[src/rtl/div_pkg.sv]
// Shared types for the divider rounding controller.
// Holds the rounding-mode and FSM state enums plus the remainder sign-class struct.
// Used by: div_round_ctrl, rem_classify.
package div_pkg;

    typedef enum logic {
        RM_NE = 1'b0,
        RM_Z  = 1'b1
    } round_mode_t;

    typedef enum logic [2:0] {
        IDLE = 3'd0,
        REQ  = 3'd1,
        WAIT = 3'd2,
        RND  = 3'd3,
        OUT  = 3'd4
    } div_round_state_t;

    typedef struct packed {
        logic pos;
        logic zero;
        logic neg;
    } rem_class_t;

endpackage

[src/rtl/div_round_ctrl_rem_classify.sv]
// Purpose: exact remainder r = n_ext - p and its positive/zero/negative class.
// Latency: combinational.
// Backpressure: none; pure function of its inputs.
// Ports: n_ext, mul_p (2*WIDTH unsigned) in; rcls (rem_class_t) out.
module rem_classify
    import div_pkg::*;
#(
    parameter int WIDTH = 28
) (
    input  logic [2*WIDTH-1:0] n_ext,
    input  logic [2*WIDTH-1:0] mul_p,
    output rem_class_t         rcls
);

    // One extra bit so an unsigned underflow shows up as a set sign bit.
    logic [2*WIDTH:0] rem;

    assign rem       = {1'b0, n_ext} - {1'b0, mul_p};
    assign rcls.neg  = rem[2*WIDTH];
    assign rcls.zero = (rem == '0);
    assign rcls.pos  = !rem[2*WIDTH] && (rem != '0);

endmodule

[src/rtl/div_round_ctrl.sv]
// Purpose: final RNE/RZ rounding of a guard-extended divider quotient, using a shared multiplier
//          to form the exact remainder n_ext - q*d.
// Latency: start to y_valid = 3 + grant wait + multiplier latency (4 minimum).
// Backpressure: mul_req held until mul_gnt; y/y_valid held until y_ready; start ignored unless IDLE.
// Ports: clk/reset (sync, active-high); start, rm, q, d, n_ext launch inputs; busy;
//        mul_req/mul_gnt/mul_a/mul_b/mul_valid/mul_p multiplier handshake; y/y_valid/y_ready result.
// Optional: `define DIV_ROUND_INEXACT_EN adds the inexact output, valid with y_valid.
module div_round_ctrl
    import div_pkg::*;
#(
    parameter int WIDTH = 28,
    parameter int ULP   = 4
) (
    input  logic                 clk,
    input  logic                 reset,
    input  logic                 start,
    input  logic                 rm,
    input  logic [WIDTH-1:0]     q,
    input  logic [WIDTH-1:0]     d,
    input  logic [2*WIDTH-1:0]   n_ext,
    output logic                 busy,
    output logic                 mul_req,
    input  logic                 mul_gnt,
    output logic [WIDTH-1:0]     mul_a,
    output logic [WIDTH-1:0]     mul_b,
    input  logic                 mul_valid,
    input  logic [2*WIDTH-1:0]   mul_p,
    output logic [WIDTH-1:0]     y,
    output logic                 y_valid,
`ifdef DIV_ROUND_INEXACT_EN
    output logic                 inexact,
`endif
    input  logic                 y_ready
);

    div_round_state_t state_q, state_d;
    logic [WIDTH-1:0]   q_q, q_d;
    logic [WIDTH-1:0]   d_q, d_d;
    logic [2*WIDTH-1:0] n_q, n_d;
    round_mode_t        rm_q, rm_d;
    rem_class_t         rcls_q, rcls_d;
    logic               busy_q, busy_d;
    logic               mul_req_q, mul_req_d;
    logic [WIDTH-1:0]   y_q, y_d;
    logic               y_valid_q, y_valid_d;
    logic               inexact_q, inexact_d;

    rem_class_t         rcls_w;

    rem_classify #(.WIDTH(WIDTH)) u_rem_classify (
        .n_ext (n_q),
        .mul_p (mul_p),
        .rcls  (rcls_w)
    );

    // Rounding datapath on the latched quotient and registered remainder class.
    logic [WIDTH-1:0] t_w, u_w, y_rnd_w;
    logic             g_w, s_w, guard_nz_w, rne_up_w, rz_dn_w;

    assign t_w        = {q_q[WIDTH-1:ULP], {ULP{1'b0}}};
    assign u_w        = WIDTH'(1) << ULP;
    assign g_w        = q_q[ULP-1];
    assign s_w        = |q_q[ULP-2:0];
    assign guard_nz_w = |q_q[ULP-1:0];
    // Ties (g set, nothing below it, remainder exactly zero) go to the even result.
    assign rne_up_w   = g_w && (s_w || rcls_q.pos || (rcls_q.zero && t_w[ULP]));
    // A negative remainder with clear guard bits means the estimate overshot by one ULP.
    assign rz_dn_w    = rcls_q.neg && !guard_nz_w;
    assign y_rnd_w    = (rm_q == RM_NE) ? (rne_up_w ? t_w + u_w : t_w)
                                        : (rz_dn_w  ? t_w - u_w : t_w);

    always_comb begin
        state_d   = state_q;
        q_d       = q_q;
        d_d       = d_q;
        n_d       = n_q;
        rm_d      = rm_q;
        rcls_d    = rcls_q;
        mul_req_d = mul_req_q;
        y_d       = y_q;
        y_valid_d = y_valid_q;
        inexact_d = inexact_q;
        unique case (state_q)
            IDLE: if (start) begin
                q_d       = q;
                d_d       = d;
                n_d       = n_ext;
                rm_d      = round_mode_t'(rm);
                mul_req_d = 1'b1;
                state_d   = REQ;
            end
            REQ: if (mul_gnt) begin
                mul_req_d = 1'b0;
                state_d   = WAIT;
            end
            WAIT: if (mul_valid) begin
                rcls_d  = rcls_w;
                state_d = RND;
            end
            RND: begin
                y_d       = y_rnd_w;
                y_valid_d = 1'b1;
                inexact_d = !rcls_q.zero || guard_nz_w;
                state_d   = OUT;
            end
            OUT: if (y_ready) begin
                y_valid_d = 1'b0;
                state_d   = IDLE;
            end
            default: state_d = IDLE;
        endcase
        busy_d = (state_d != IDLE);
    end

    always_ff @(posedge clk) begin
        if (reset) begin
            state_q   <= IDLE;
            q_q       <= '0;
            d_q       <= '0;
            n_q       <= '0;
            rm_q      <= RM_NE;
            rcls_q    <= '0;
            busy_q    <= 1'b0;
            mul_req_q <= 1'b0;
            y_q       <= '0;
            y_valid_q <= 1'b0;
            inexact_q <= 1'b0;
        end else begin
            state_q   <= state_d;
            q_q       <= q_d;
            d_q       <= d_d;
            n_q       <= n_d;
            rm_q      <= rm_d;
            rcls_q    <= rcls_d;
            busy_q    <= busy_d;
            mul_req_q <= mul_req_d;
            y_q       <= y_d;
            y_valid_q <= y_valid_d;
            inexact_q <= inexact_d;
        end
    end

    // The request is withdrawn as soon as reset is seen, not one edge later.
    assign mul_req = mul_req_q && !reset;
    assign mul_a   = q_q;
    assign mul_b   = d_q;
    assign busy    = busy_q;
    assign y       = y_q;
    assign y_valid = y_valid_q;
`ifdef DIV_ROUND_INEXACT_EN
    assign inexact = inexact_q;
`endif

endmodule
[config.mk]
export PLATFORM = sky130hd
export DESIGN_NAME = div_round_ctrl
export DESIGN_NICKNAME = d
export VERILOG_FILES = /design/src/rtl/div_pkg.sv /design/src/rtl/div_round_ctrl_rem_classify.sv /design/src/rtl/div_round_ctrl.sv
export SDC_FILE = /design/constraint.sdc
export NUM_CORES = 1
export LEC_CHECK = 0
export CORE_MARGIN = 5
export CORE_UTILIZATION = 35
export DETAILED_ROUTE_END_ITERATION = 8
export GPL_TIMING_DRIVEN = 0
export PLACE_DENSITY = 0.71
export SKIP_CTS_REPAIR_TIMING = 1
export SYNTH_ARGS = -nofsm -noshare
export SYNTH_HDL_FRONTEND = slang
export SYNTH_SLANG_ARGS = --single-unit
export TNS_END_PERCENT = 5
[constraint.sdc]
create_clock -name clk -period 6.85 [get_ports clk]
set_clock_uncertainty 0.05 [all_clocks]
set_input_delay 1.0275 -clock clk [delete_from_list [all_inputs] [get_ports clk]]
set_output_delay 1.0275 -clock clk [all_outputs]
set_load 0.02 [all_outputs]
==> results by group, run 1 <==
Synthesis
  • Mean Syn Cell Area: 6.955 um2
  • Synthesized cell area: 0.01029 mm2
  • Cell taking the most area after synthesis: dfxtp_1
  • Top cell type's share of synthesized area: 0.2842
  • Flops & latches, synth: 146
  • Post-synth EDFFs: 0
  • Area contributors post-synth: dfxtp_1, nand2_1, a21oi_1
  • Yosys cell types: 74
  • Post-synth ARST share: 0
  • Most used flip-flop cell after synthesis: dfxtp_1
  • Syn Inst Count: 1479
  • Synth Warn #: 0
  • Top-count cell post-synth: nand2_1
  • Sequential element share of the synthesized area: 0.2842
  • Synth top cells by count: nand2_1, a21oi_1, dfxtp_1, inv_1, nor2_1

Layout
  • Register area: 0.002923 mm2
  • Fillcell total: 2923
  • Number of nets in the layout: 1993
  • Footprint of the multi-input gates: 0.006676 mm2
  • Fin util: 0.4852
  • Layout cells sized above 1: 0.04176
  • Area grow syn2layout: 36.11%
  • # diodes: 0

Worst setup path
  • Critical Path Source Type: input pin
  • CP Class: input pin to flip-flop
  • R2r setup slk: 2.07 ns
  • Critical Path AT: 5.83 ns
  • CP required: 7.13 ns
  • CP Capture Type: flip-flop
  • Worst-path fanout max: 10

CTS
  • Clock transition at path regs: 0.07 ns
  • CTS Buf Count: 17
  • CTS tree: done
  • CTS max path bufs: 2
  • Clock Latency Late Sink: 0.43 ns
  • Clock Sink Count: 146
  • Root Buffer: clkbuf_16
  • Htree depth: 4

Power and ir drop
  • Static Leak: 5.403 nW
  • Flop pwr share: 0.333
  • Clock power frac: 0.371
  • Comb pwr share: 0.295
  • Sw Share: 0.3501
  • PwrDens: 202.0 mW/mm2
  • VDD IR max: 151.9 uV
  • Internal: 0.001838 W
  • Sw Pwr: 0.0009901 W

Global route
  • GRT overflow: 0
  • Largest net degree at the start of global routing: 17
  • GR Util All Layers: 0.2347
  • Initial antenna violation count: 2
  • First-pass GRT wire length: 62370 um
  • Vias in the first global route: 11528

Floorplan
  • DIE AREA: 0.03292 mm2
  • Die X: 181.4 um
  • Site Rows: 62
  • Initial Util: 0.3564
  • Core area: 0.02886 mm2
  • I/O pins: 262
  • Die Ht: 181.4 um

Drt
  • Iter 0 DRT Violations: 919
  • Vias per cell: 5.451
  • Via Count: 11752
  • Metal2 WL: 18580 um
  • First drt pass iteration count: 6
  • Top Layer Used: met5
  • Met3 routed WL: 3393 um
  • Final WL: 40250 um
  • WL/cell: 18.67 um
  • DRC errors left: 0
  • Wire length on met1: 16890 um
  • ANT nets after route: 0

Run
  • Maxcap violations: 0

Placed design
  • Global placer's final weighted congestion: 0.9358
  • HPWL reported at the end of detailed placement: 32360 um
  • Port bufs: 257

Timing
  • Slew @ Worst Pin: 1.257 ns
  • RSZ-0062 raised after global routing: no
  • Minimum clock period: 5.556 ns
  • Final setup viols: 0
  • Fin Setup TNS: 0 ns
  • Slew Limit Fails: 0
  • Final Hold Viols: 0
  • Worst slew margin: 0.1403
  • Max Fclk: 0.1800 GHz
  • Min Hold Slack: 0.4040 ns
  • Final worst path period share: 0.8111

Worst hold path
  • Worst hold path class: flip-flop to flip-flop

Outcome
  • Status: finished, final reports clean
==> power groups by stage <==
stage	clock (W)	combinational, W	sequential (W)
floorplan	0	0.000469	0.000981
global placement	0	0.000821	0.000959
detailed placement	0	0.000824	0.000961
CTS	0.00107	0.000829	0.000942
global route	0.00110	0.000916	0.000949
finish	0.00105	0.000835	0.000942
==> per-stage QoR <==
step,power [W],instances,setup slack [ns],instance area (um2)
2_1_floorplan,0.001451,1482,2.643,10300
5_1_grt,0.002967,2156,1.030,14000
4_1_cts,0.002837,2156,1.418,14000
3_5_place_dp,0.001785,2124,1.009,13360
3_3_place_gp,0.001780,2123,0.9043,13350
6_report,0.002828,2156,1.294,14000
==> cell type report <==
type | instances | area share
tap | 384 | 0.03432
buffer | 94 | 0.02913
clock inverter | 15 | 0.01510
timing repair buffer | 258 | 0.1843
sequential | 146 | 0.2088
clock buffer | 17 | 0.03038
inverter | 79 | 0.02118
multi-input combinational | 1163 | 0.4769
==> critical path: stages <==
cell	delay [ns]
clkdlybuf4s50_1	0.45
inv_1	0.04
ha_1	0.30
clkbuf_1	0.43
nand4_1	0.29
or3_1	0.41
a2111oi_0	0.99
or3_1	0.21
buf_2	0.18
xnor2_1	0.21
and4b_1	0.29
nand4_1	0.14
or4_1	0.56
o41ai_2	0.29
==> worst paths after layout <==
kind,startpoint,to,cells after the start
worst min register to register,y[15],y[15],2
worst max register to register,n_q[18],rcls_q[1],12
worst min-delay path,y[15],y[15],2
worst max-delay path,mul_p[18],rcls_q[1],14
==> layout by cell type (no fill, tap or decap), types with 24 or more instances in the layout <==
| master | netlist | layout |
|---|---|---|
| ha_1 | 58 | 58 |
| nand4_1 | 36 | 36 |
| nor2_1 | 68 | 68 |
| clkbuf_1 | 60 | 60 |
| nand3_1 | 28 | 28 |
| dfxtp_1 | 146 | 146 |
| a21oi_1 | 220 | 220 |
| inv_1 | 79 | 79 |
| nor3_1 | 29 | 29 |
| nand2_1 | 348 | 348 |
| xnor2_1 | 24 | 24 |
| o21ai_0 | 51 | 51 |
| clkdlybuf4s50_1 | 0 | 257 |
==> registers in the layout, indices dropped and copies added, names as in the netlist <==
| name | count |
|---|---|
| y | 24 |
| state_q | 3 |
| mul_req_q | 1 |
| rm_q | 1 |
| mul_a | 28 |
| mul_b | 28 |
| y_valid | 1 |
| n_q | 56 |
| busy | 1 |
| rcls_q | 3 |
==> metal layers <==
metal | vias up | track usage
met4 | 4 | 0.08256
li1 | 5775 | -
met1 | 5422 | 0.2937
met5 | - | 0
met3 | 77 | 0.06623
met2 | 474 | 0.3878
==> cell families after synthesis <==
group	Yosys count	share of synthesized area
AO/OA/AOI/OAI	438	0.2589
XOR/XNOR	45	0.03832
adder cells (fa/ha/maj)	59	0.07250
buffers and inverters	173	0.06848
flip-flops	146	0.2842
multiplexers	9	0.009001
other	1	0.0003646
AND/OR/NAND/NOR	608	0.2683
Note: power is estimated with default switching activity, not from simulation.
==> run 2: changes to the inputs <==
--- a/config.mk
+++ b/config.mk
@@ -9,7 +9,7 @@
 export CORE_UTILIZATION = 35
 export DETAILED_ROUTE_END_ITERATION = 8
 export GPL_TIMING_DRIVEN = 0
-export PLACE_DENSITY = 0.71
+export PLACE_DENSITY = 0.74
 export SKIP_CTS_REPAIR_TIMING = 1
 export SYNTH_ARGS = -nofsm -noshare
 export SYNTH_HDL_FRONTEND = slang
==> constraint.sdc (replaced) <==
create_clock -name clk -period 4.8 [get_ports clk]
set_clock_uncertainty 0.05 [all_clocks]
set_input_delay 0.72 -clock clk [delete_from_list [all_inputs] [get_ports clk]]
set_output_delay 0.72 -clock clk [all_outputs]
set_load 0.02 [all_outputs]
==> run 2 against run 1 <==
  * First-iteration DRC count is 6.3% lower
  * Register-to-register slack worse by 1.4 ns
  * Design area increased by 0.27%
  * Global-route usage shrank 0.28 points
  * Critical path type unchanged
  * Critical endpoint unchanged
==> results by group, run 2 (synthesized netlist as in run 1, its figures left out) <==
Timing
  • Worst slew margin: 0.4323 (was 0.1403)
  • Final worst path period share: 0.9578
  • Setup WS post-layout: 0.2026 ns (was 1.294 ns)
  • Slew @ Worst Pin: 0.8515 ns (was 1.257 ns)
  • Minimum clock period: 4.597 ns
  • RSZ-0062 raised after global routing: no (unchanged)
  • Slew Limit Fails: 0 (unchanged)
  • Fin Setup TNS: 0 ns (unchanged)
  • Final setup viols: 0 (unchanged)
  • Final Hold Viols: 0 (unchanged)
  • Max Fclk: 0.2175 GHz

CTS
  • Root Buffer: clkbuf_16 (unchanged)
  • Htree depth: 4 (unchanged)
  • Clock Latency Late Sink: 0.44 ns (was 0.43 ns)
  • CTS max path bufs: 2 (unchanged)
  • Clock transition at path regs: 0.06 ns (was 0.07 ns)
  • CTS tree: done (unchanged)
  • CTS Buf Count: 17 (unchanged)
  • Clock Sink Count: 146 (unchanged)

Layout
  • Most flop-heavy register: n_q (unchanged)
  • Fillcell total: 2924 (was 2923)
  • Number of nets in the layout: 1992 (was 1993)
  • Area grow syn2layout: 36.48% (was 36.11%)
  • Layout cells sized above 1: 0.04630 (was 0.04176)
  • Largest register FFs: 56 (unchanged)
  • Most common cell after layout, fill and taps aside: nand2_1 (unchanged)
  • Fin util: 0.4865 (was 0.4852)
  • Most frequent cells in the layout: nand2_1, clkdlybuf4s50_1, a21oi_1, dfxtp_1, inv_1 (unchanged)
  • Register area: 0.002923 mm2 (unchanged)
  • Footprint of the multi-input gates: 0.006734 mm2 (was 0.006676 mm2)

Placed design
  • Global placer's final weighted congestion: 0.9991 (was 0.9358)
  • HPWL reported at the end of detailed placement: 32550 um (was 32360 um)
  • Port bufs: 257 (unchanged)
  • Dpl ws: -0.5731 ns (was 1.009 ns)

Run
  • Maxcap violations: 0 (unchanged)

Drt
  • ANT nets after route: 0 (unchanged)
  • First drt pass iteration count: 5 (was 6)
  • WL/cell: 18.58 um (was 18.67 um)
  • Via Count: 11737 (was 11752)
  • Final WL: 40070 um (was 40250 um)
  • DRC errors left: 0 (unchanged)
  • Iter 0 DRT Violations: 861 (was 919)
  • Vias per cell: 5.444 (was 5.451)

Worst setup path
  • CP Class: input pin to flip-flop (unchanged)
  • Critical Path Source Type: input pin (unchanged)
  • Worst-path fanout max: 10 (unchanged)
  • CP required: 5.07 ns (was 7.13 ns)
  • Critical Path AT: 4.87 ns (was 5.83 ns)
  • CP Capture Type: flip-flop (unchanged)

Power and ir drop
  • Static Leak: 5.394 nW (was 5.403 nW)
  • VDD IR max: 238.5 uV (was 151.9 uV)
  • PwrDens: 284.4 mW/mm2 (was 202.0 mW/mm2)

Worst hold path
  • Worst hold path class: flip-flop to flip-flop (unchanged)

Floorplan
  • I/O pins: 262 (unchanged)
  • Die Ht: 181.4 um (unchanged)
  • Die X: 181.4 um (unchanged)
  • Initial Util: 0.3564 (unchanged)
  • DIE AREA: 0.03292 mm2 (unchanged)
  • Site Rows: 62 (unchanged)
  • Core area: 0.02886 mm2 (unchanged)

Global route
  • GRT overflow: 0 (unchanged)
  • Vias in the first global route: 11365 (was 11528)
  • Largest net degree at the start of global routing: 17 (unchanged)
  • First-pass GRT wire length: 61550 um (was 62370 um)
  • Initial antenna violation count: 3 (was 2)
  • GR Util All Layers: 0.2318 (was 0.2347)

Outcome
  • Status: finished, final reports clean (unchanged)
run 2: changes by cell type in the layout (fill, tap and decap cells not counted), sizes merged:
cell,delta
bufinv,-1
inv,-3
clkinv,+4
clkbuf,-1
diode,+1
run 2: final timing paths:
check	endpoint	cells after the start	slack, ns	start
worst min-delay path	y[18]	2	0.40	y[18]
worst min register to register	y[18]	2	0.40	y[18]
worst max register to register	rcls_q[1]	12	0.67	n_q[19]
worst max-delay path	rcls_q[1]	14	0.20	mul_p[23]
run 2: metal layers:
metal	GRT usage	part of all wire
met4	0.07145	0.027
met2	0.3924	0.47
met1	0.2920	0.42
met5	0	0.00085
met3	0.05662	0.076
run 2: stage by stage:
| step | hold WS (ns) | power [W] | cells | area (um2) |
|---|---|---|---|---|
| after CTS | 0.4051 | 0.003996 | 2156 | 13980 |
| after global placement | 0.3893 | 0.002534 | 2123 | 13350 |
| after global routing | 0.4190 | 0.004183 | 2156 | 14040 |
| after floorplan | 0.3810 | 0.002070 | 1482 | 10300 |
| final | 0.4030 | 0.003993 | 2156 | 14040 |
| after detailed placement | 0.3970 | 0.002547 | 2124 | 13360 |
run 2: worst max-delay path, stage by stage:
cell             delay [ns]
clkdlybuf4s50_1        0.46
inv_1                  0.04
ha_1                   0.27
clkbuf_1               0.23
a21oi_1                0.26
o21ai_0                0.28
a21oi_1                0.29
o22ai_1                0.11
or4_1                  0.59
nor4_2                 0.31
and4b_1                0.27
nand4_1                0.16
or4_1                  0.55
o41ai_2                0.32
run 2: area by class of cell:
cell class	count	area share
buffer	93	0.02879
clock buffer	17	0.03030
clock inverter	15	0.01373
timing repair buffer	258	0.1838
sequential	146	0.2082
inverter	79	0.02112
antenna	1	0.0001783
multi-input combinational	1163	0.4797
tap	384	0.03422
run 2: power breakdown:
group / internal [W] / switching [W]
Clock: 0.000793 / 0.000660
Combinational: 0.000490 / 0.000704
Sequential: 0.00129 / 0.0000589
Total: 0.00257 / 0.00142
